## src/rtl/uart_pkg.sv

```systemverilog
// Shared types and helpers for the UART baud generator slice.
package uart_pkg;

    typedef enum logic {
        IDLE = 1'b0,
        RUN  = 1'b1
    } chan_state_t;

    // Reset divisor: one bit period minus one, in system clocks.
    function automatic int unsigned default_div(input int unsigned clk_hz,
                                                input int unsigned baud);
        return (clk_hz / baud) - 1;
    endfunction

endpackage

```

## src/rtl/baud_chan.sv

```systemverilog
// One bit-timing channel: IDLE/RUN FSM, wrapping bit counter and a
// registered one-cycle strobe when the counter hits match_val.
module baud_chan
    import uart_pkg::*;
#(
    parameter int unsigned DIV_WD = 16
) (
    input  logic              clk,
    input  logic              rst_n,
    input  logic              start,
    input  logic              done,
    input  logic [DIV_WD-1:0] div,
    input  logic [DIV_WD-1:0] match_val,
    output logic              strobe,
    output logic              run
);

    chan_state_t       state;
    chan_state_t       state_nxt;
    logic [DIV_WD-1:0] cnt;
    logic [DIV_WD-1:0] cnt_nxt;
    logic              strobe_nxt;

    always_ff @(posedge clk or negedge rst_n) begin
        if (!rst_n) begin
            state  <= IDLE;
            cnt    <= '0;
            strobe <= 1'b0;
        end else begin
            state  <= state_nxt;
            cnt    <= cnt_nxt;
            strobe <= strobe_nxt;
        end
    end

    // A match coinciding with done still produces its strobe; the counter
    // is cleared so the next frame starts from zero.
    always_comb begin
        state_nxt  = state;
        cnt_nxt    = '0;
        strobe_nxt = 1'b0;
        case (state)
            IDLE: begin
                if (start) state_nxt = RUN;
            end
            RUN: begin
                strobe_nxt = (cnt == match_val);
                if (done) begin
                    state_nxt = IDLE;
                end else if (cnt != div) begin
                    cnt_nxt = cnt + DIV_WD'(1);
                end
            end
            default: state_nxt = IDLE;
        endcase
    end

    assign run = (state == RUN);

endmodule

```

## src/rtl/uart_baud_gen.sv

```systemverilog
// Two-channel UART bit-timing generator: TX bit strobe, RX mid-bit strobe
// and RX oversample tick, all driven from a runtime-programmable divisor.
module uart_baud_gen
    import uart_pkg::*;
#(
    parameter int unsigned CLK_FREQUENCE = 50_000_000,
    parameter int unsigned BAUD_RATE     = 9600,
    parameter int unsigned DIV_WD        = 16,
    parameter int unsigned OVERSAMPLE    = 16
) (
    input  logic              clk,
    input  logic              rst_n,
    input  logic              div_wr,
    input  logic [DIV_WD-1:0] div_val,
    output logic              div_err,
    output logic [DIV_WD-1:0] div_q,
    input  logic              tx_start,
    input  logic              tx_done,
    output logic              tx_bps,
    input  logic              rx_start,
    input  logic              rx_done,
    output logic              rx_bps,
    output logic              rx_os_tick,
    output logic              busy
);

    localparam int unsigned       RST_DIV_I = default_div(CLK_FREQUENCE, BAUD_RATE);
    localparam logic [DIV_WD-1:0] RST_DIV   = DIV_WD'(RST_DIV_I);
    localparam logic [DIV_WD-1:0] RST_OS    = DIV_WD'((RST_DIV_I + 1) / OVERSAMPLE - 1);
    localparam logic [DIV_WD-1:0] MIN_DIV   = DIV_WD'(2 * OVERSAMPLE - 1);

    logic              tx_run;
    logic              rx_run;
    logic [DIV_WD-1:0] rx_match;
    logic [DIV_WD-1:0] os_div;
    logic [DIV_WD-1:0] os_cnt;
    logic [DIV_WD:0]   div_val_p1;
    logic [DIV_WD-1:0] os_div_new;
    logic              load_ok;

    assign busy     = tx_run | rx_run;
    assign rx_match = div_q >> 1;

    // Period is computed one bit wider so the all-ones divisor does not wrap.
    assign div_val_p1 = {1'b0, div_val} + (DIV_WD+1)'(1);
    assign os_div_new = DIV_WD'(div_val_p1 / (DIV_WD+1)'(OVERSAMPLE)) - DIV_WD'(1);
    assign load_ok    = !busy && (div_val >= MIN_DIV);

    // Divisor registers: loads only while both channels are idle.
    always_ff @(posedge clk or negedge rst_n) begin
        if (!rst_n) begin
            div_q   <= RST_DIV;
            os_div  <= RST_OS;
            div_err <= 1'b0;
        end else begin
            div_err <= 1'b0;
            if (div_wr) begin
                if (load_ok) begin
                    div_q  <= div_val;
                    os_div <= os_div_new;
                end else begin
                    div_err <= 1'b1;
                end
            end
        end
    end

    // Oversample counter runs only while RX is in a frame.
    always_ff @(posedge clk or negedge rst_n) begin
        if (!rst_n) begin
            os_cnt     <= '0;
            rx_os_tick <= 1'b0;
        end else begin
            rx_os_tick <= rx_run && (os_cnt == os_div);
            if (!rx_run || rx_done || (os_cnt == os_div)) begin
                os_cnt <= '0;
            end else begin
                os_cnt <= os_cnt + DIV_WD'(1);
            end
        end
    end

    baud_chan #(.DIV_WD(DIV_WD)) u_tx (
        .clk       (clk),
        .rst_n     (rst_n),
        .start     (tx_start),
        .done      (tx_done),
        .div       (div_q),
        .match_val (div_q),
        .strobe    (tx_bps),
        .run       (tx_run)
    );

    baud_chan #(.DIV_WD(DIV_WD)) u_rx (
        .clk       (clk),
        .rst_n     (rst_n),
        .start     (rx_start),
        .done      (rx_done),
        .div       (div_q),
        .match_val (rx_match),
        .strobe    (rx_bps),
        .run       (rx_run)
    );

endmodule
```

## config.mk

```make
export PLATFORM = sky130hd
export DESIGN_NAME = uart_baud_gen
export DESIGN_NICKNAME = d
export VERILOG_FILES = /design/src/rtl/uart_pkg.sv /design/src/rtl/baud_chan.sv /design/src/rtl/uart_baud_gen.sv
export SDC_FILE = /design/constraint.sdc
export NUM_CORES = 1
export LEC_CHECK = 0
export BUFFER_PORTS_ARGS = -buffer_cell sky130_fd_sc_hd__buf_2
export CAP_MARGIN = 5
export CORE_MARGIN = 5
export CORE_UTILIZATION = 50
export DETAILED_ROUTE_END_ITERATION = 6
export PLACE_DENSITY = 0.69
export SYNTH_ARGS = -nofsm -noshare
export SYNTH_HDL_FRONTEND = slang
export SYNTH_SLANG_ARGS = --single-unit
export TNS_END_PERCENT = 30
```

## constraint.sdc

```tcl
create_clock -name clk -period 3.1 [get_ports clk]
set_input_delay 0.31 -clock clk [delete_from_list [all_inputs] [get_ports clk]]
set_output_delay 0.31 -clock clk [all_outputs]
set_load 0.01 [all_outputs]
```

Word level (Yosys, flattened, before mapping)

Index checks and enable logic that the tools add are counted.

Register bits: 86
Input port bits: 23
Output and inout bits: 21
Word-level logic and storage cells: 49

$add $sub $neg: 5
Magnitude comparators: 1
Equal/unequal tests: 5
Muxes and demuxes: 17
Bitwise gates (word level): 3
Reductions and logical operators: 7

Operators by type and width:

| kind                    | number |
|---|---|
| $mux W16                | 7 |
| $add A16 B1 Y16 const B | 3 |
| $eq A16 B16 Y1          | 2 |
| $ne A16 B16 Y1          | 2 |
| $add A16 B1 Y17 const B | 1 |
| $eq A16 B15 Y1          | 1 |
| $ge A16 B5 Y1 const B   | 1 |
| $sub A13 B1 Y14 const B | 1 |
| $mux W1                 | 8 |
| $pmux W1 S2             | 2 |
| $logic_and A1 B1 Y1     | 2 |
| $logic_not A1 Y1        | 2 |
| $logic_or A1 B1 Y1      | 2 |
| $not A1 Y1              | 2 |
| $reduce_and A2 Y1       | 1 |
| $or A1 B1 Y1            | 1 |

Logic depth before layout (Yosys ltp)

Depth after elaboration: 5
Depth in mapped cells: 10
Gate-level depth less buffers: 9

Cells and area by module

From an unflattened synthesis, not the netlist that was laid out.

Cell total of the unflattened synthesis: 499
Area total of the unflattened synthesis: 5092.4 um^2

By module, submodules not included:

| module        | times used | cells an instance | area an instance (um^2) | seq. area each (um^2) |
|---|---|---|---|---|
| uart_baud_gen | 1          | 233               | 2557.5                  | 1213.7 |
| baud_chan     | 2          | 133               | 1267.5                  | 450.4 |

Least setup slack after synthesis

OpenSTA, ideal clock, no wires.

Path type: input to register
Start point: input port div_val[0]
End point: register os_div[8]
Setup time: 91 ps
Arrival time: 1931 ps
Data required time: 3009 ps
Path slack: 1078 ps
Stages: 9
Path buffers: 1
Path through: and4_1 buf_2 nand2_1 xor2_1 ha_1 nor4_1 and3_1 nor3_1 o31ai_1

Word-level cells in the longest chain between the ends: 3
Elaborated cells between the ends (all ways): 5
Classes of those cells: add/sub (2); order compare (1); reduce/logical (2)

Ends and longest elaborated chain:

| what                                                                    | RTL line            | RTL |
|---|---|---|
| from (decl)                                                             | uart_baud_gen.sv:14 | `input logic [DIV_WD-1:0] div_val,` |
| parallel branches: the longest is 3 deep, another holds $add A16 B1 Y17 | --                  |  |
| to (signal assigned)                                                    | uart_baud_gen.sv:60 | `os_div <= os_div_new;` |
| to (decl)                                                               | uart_baud_gen.sv:35 | `logic [DIV_WD-1:0] os_div;` |

Parallel ways; which one is timed is not known.
A chain may end at the register's enable or synchronous reset.

Worst setup path after layout

Start point: register div_q[10]
End point: register u_tx.cnt[15]

Word-level cells in the longest chain between the ends: 4

Ends and longest elaborated chain:

| what                   | RTL line            | RTL |
|---|---|---|
| from (decl)            | uart_baud_gen.sv:16 | `output logic [DIV_WD-1:0] div_q,` |
| from (signal assigned) | uart_baud_gen.sv:59 | `div_q <= div_val;` |
| $ne A16 B16 Y1         | baud_chan.sv:50     | `end else if (cnt != div) begin` |
| $mux W16               | baud_chan.sv:50     |  |
| $mux W16               | baud_chan.sv:48     | `if (done) begin` |
| $mux W16               | baud_chan.sv:42     | `case (state)` |
| via u_tx.cnt_nxt[15]   | baud_chan.sv:21     | `logic [DIV_WD-1:0] cnt_nxt;` |
| to (signal assigned)   | baud_chan.sv:31     | `cnt <= cnt_nxt;` |
| to (decl)              | baud_chan.sv:20     | `logic [DIV_WD-1:0] cnt;` |

The timed path passes the listed nets, and every way through them passes these cells.

==> run summary <==
Buffers placed on the I/O ports in this run total 43. The worst-case headroom to the max-slew limit was 0.2908. The share of synthesized registers carrying an async set or reset was 1.000; the final weighted congestion in routability-driven placement was 0.9070. The tools report the kind of start point of the critical path as a register.

Setup total negative slack on the finished layout was measured at 0 ns. Clock tree synthesis selected as its root buffer the cell clkbuf_8. Combinational family with the most area after synthesis: simple AND/OR/NAND/NOR gates.

The final design utilization was 0.5573. The cell count after placement is 645. The first global-routing pass estimated 18,110 µm of wire. For this run, the detailed router's first-pass iteration total came to 4. The initialized floorplan defines 35 standard-cell rows. The top cell types in the final layout, fill and taps aside, are nand2_1, dfrtp_1, nor2_1, xnor2_1, xor2_1. Buffers inserted during clock tree synthesis total 9. The run gives 3,555 as the vias after detailed routing. The run gives 0 as the number of antenna violations at the first check in global routing. The logs give 3 for the CTS H-tree depth and 46 for the count of unique library cells instantiated by Yosys. The number of hold buffers added after CTS was 0. The die covers 11,480 µm². The number of nets in the final layout was 554. After the first detailed-routing iteration, the DRC count stood at 127. After the flow finishes, the layout carries non-filler instances totaling 661. Dividing the detail-routed via count by the number of cells gives 5.378. The worst setup path startpoint is div_q[10]. The tools report the data required time at the worst endpoint as 3.33 ns. Subtracting the final worst setup slack from the clock period gives 2.024 ns. In this run the horizontal extent of the chip is 107.2 µm. The number of maximum-capacitance constraint violations was 0. For the initial cell density of the core, the log shows 0.5109. Synthesis produced 497 cells. The max-slew violation total from the final report was 0. In the final routed layout, each cell accounts on average for 15.77 µm. The achievable frequency is 494.1 MHz. The share of the clock period used by the worst path is 0.6529, and the total nets after synthesis is 524.

Global routing finished with a remaining overflow of 0. The parity-gate share of the synthesized area counting xor and xnor cells was 0.2096. In this run the vertical extent of the chip is 107.2 µm. The number of antenna cells inserted came out at 0.

The layout cell share with drive strength beyond 1 is 0.1504. The flow ran to the end, and the final reports show no timing, DRC or antenna violations. The count of flip-flops with a built-in enable after synthesis is 0, and the half-perimeter wire length after detailed placement is 7454 µm. For this design, the sink count on the clock tree is 84.

Data arrives at the worst endpoint at 2.25 ns. Yosys printed 0 warnings. The share of the synthesized area in the top cell type was 0.3923; the largest fanout on the critical path was 16. The post-synthesis mux area share works out to 0.004241.

The dominant synthesized flop cell was dfrtp_1. For this block, the routed nets add up to 10,420 µm of wire. The fraction of the mapped netlist area in adder cells is 0.01060. The actual transition at the worst max-transition pin was 1.064 ns. For the worst-case clock skew, the log shows 0.01108 ns. After synthesis the netlist holds a flip-flop and latch count of 84.

The mapped netlist covers 4721 µm². The end of the critical path is u_tx.cnt[15]. For this design the ratio of total power to cell area is 519.2 nW/µm². The tools report the filler cell count in the final layout as 848.

The worst register-to-register path ends at u_tx.cnt[15]. Once the clock tree was built, the resizer swapped 0 gates to a different size. Setup repair after global routing left no endpoint under its margin. The part of the Yosys area used for sequential elements is 0.4479. The simple-gate area share of the yosys netlist is 0.2491, and the number of nets with antenna violations after routing is 0. Leaving out fill and tap cells, the most frequent cell in the layout is nand2_1. The min-delay analysis places its worst path in the category in -> async. The synthesized design spends more area on one cell type than any other, namely dfrtp_1. For the maximum count of clock buffers along a single path, the log shows 2. The setup check on the worst reg-to-reg path leaves a slack of 1.08 ns. The analysis attributes to cell leakage a power of 2.237 nW.

Yosys attributes the largest share of cell area to dfrtp_1, xnor2_1, xor2_1. The worst ir drop on vdd is 0.2826 mV, and the pin count of the biggest net entering global routing is 85. The average footprint of a synthesized cell was 9.499 µm²; the core box area was 9240 µm². The remaining routing DRC violations is 0, and the synthesis-to-finish area growth is 9.091%.

In this run the critical register-to-register path is launched from div_q[10]. TritonCTS built the clock tree. The global-route total usage across every layer was 0.1981; the total I/O pin count was 44. Setup violations remaining at the end of the flow were counted as 0. The critical path class is reg -> reg. Clock-pin slew was measured on the worst setup and hold paths at 0.09 ns.

The worst-case reg-to-reg path depth is 5. The complex-gate fraction of the synthesized area works out to 0.04135. Once the clock tree was built, the setup fixing pass inserted 0 buffers. The tools report the kind of end point of the critical path as a register. The clock network latency to the later pin of the worst-skew pair came out at 0.35 ns. The tools report the final count of hold timing violations as 0.

For the number of global-route vias before repair, the log shows 3,522.
logic make-up (layout without fill, tap and decap cells):
kind of cell,count (synthesis),in the layout
compound gates,27,27
simple gates,232,232
mux,2,2
xor+xnor,113,113
flops,84,84
buf+inv,35,70
fa+ha+maj,4,4
stage by stage:
stage	worst slack, ns	area (µm²)	total power [mW]	hold WS [ns]
2_1_floorplan	1.078	4721	1.725	0.01441
3_3_place_gp	0.8763	4966	1.927	0.4679
3_5_place_dp	0.8036	4966	1.941	0.4689
4_1_cts	1.052	5150	2.696	0.1402
5_1_grt	0.8702	5150	2.832	0.1613
6_report	1.076	5150	2.674	0.1202
registers in the layout, summed over array words and instances, names as in the netlist, 14 cells and up:
| signal | count |
|---|---|
| div_q | 16 |
| os_cnt | 16 |
| os_div | 14 |
| u_rx.cnt | 16 |
| u_tx.cnt | 16 |
synth_stat cells (all sizes together) (2+ instances only):
library cell and number:
inv 11, nand3 21, xor2 54, dfrtp 74, o31ai 2, or3b 3
mux2i 2, nor3 4, a31oi 3, clkbuf 12, nor2 61, o21ai 10
nand2 80, buf 12, and2 3, dfstp 10, ha 4, and3 7
xnor2 59, nand4 24, a21oi 2, nor4 16, and4 7, o21bai 2
worst max-delay path, stage by stage (launching register included):
cell     delay, ns
dfstp_2       0.63
xnor2_1       0.14
nand4_1       0.10
nor4_1        0.41
or3b_1        0.52
nor2_1        0.11
layout make-up:
cell class                      count  area (µm²)  area share
Inverter                           11       41.29    0.008017
Clock buffer                       11       131.4     0.02551
Clock inverter                      5       52.55     0.01020
Multi-Input combinational cell    378        2431      0.4721
Timing Repair Buffer               43       217.7     0.04227
Tap cell                          129       161.4     0.03134
Sequential cell                    84        2115      0.4106
worst min-delay path by stage:
stage          cells after the start  slack [ns]        end
2_1_floorplan                      0        0.01    div_err
3_3_place_gp                       2        0.47  os_div[6]
3_5_place_dp                       2        0.47  os_div[6]
4_1_cts                            2        0.14   u_tx.run
5_1_grt                            2        0.16   u_tx.run
6_report                           1        0.12  os_div[3]
per-layer routing:
layer | up-vias | wire length, µm | GRT usage
met1 | 1748 | 5010 | 0.2960
met5 | - | 0 | 0
met3 | 17 | 432 | 0.02348
met2 | 74 | 4783 | 0.2985
li1 | 1716 | - | -
met4 | 0 | 195 | 0.06575
where the power goes:
group	internal (mW)	switching, mW	total, mW
Combinational	0.240	0.265	0.505
Clock	0.369	0.391	0.760
Sequential	1.23	0.182	1.41
Total	1.84	0.838	2.67
(Power assumes the default switching activity.)
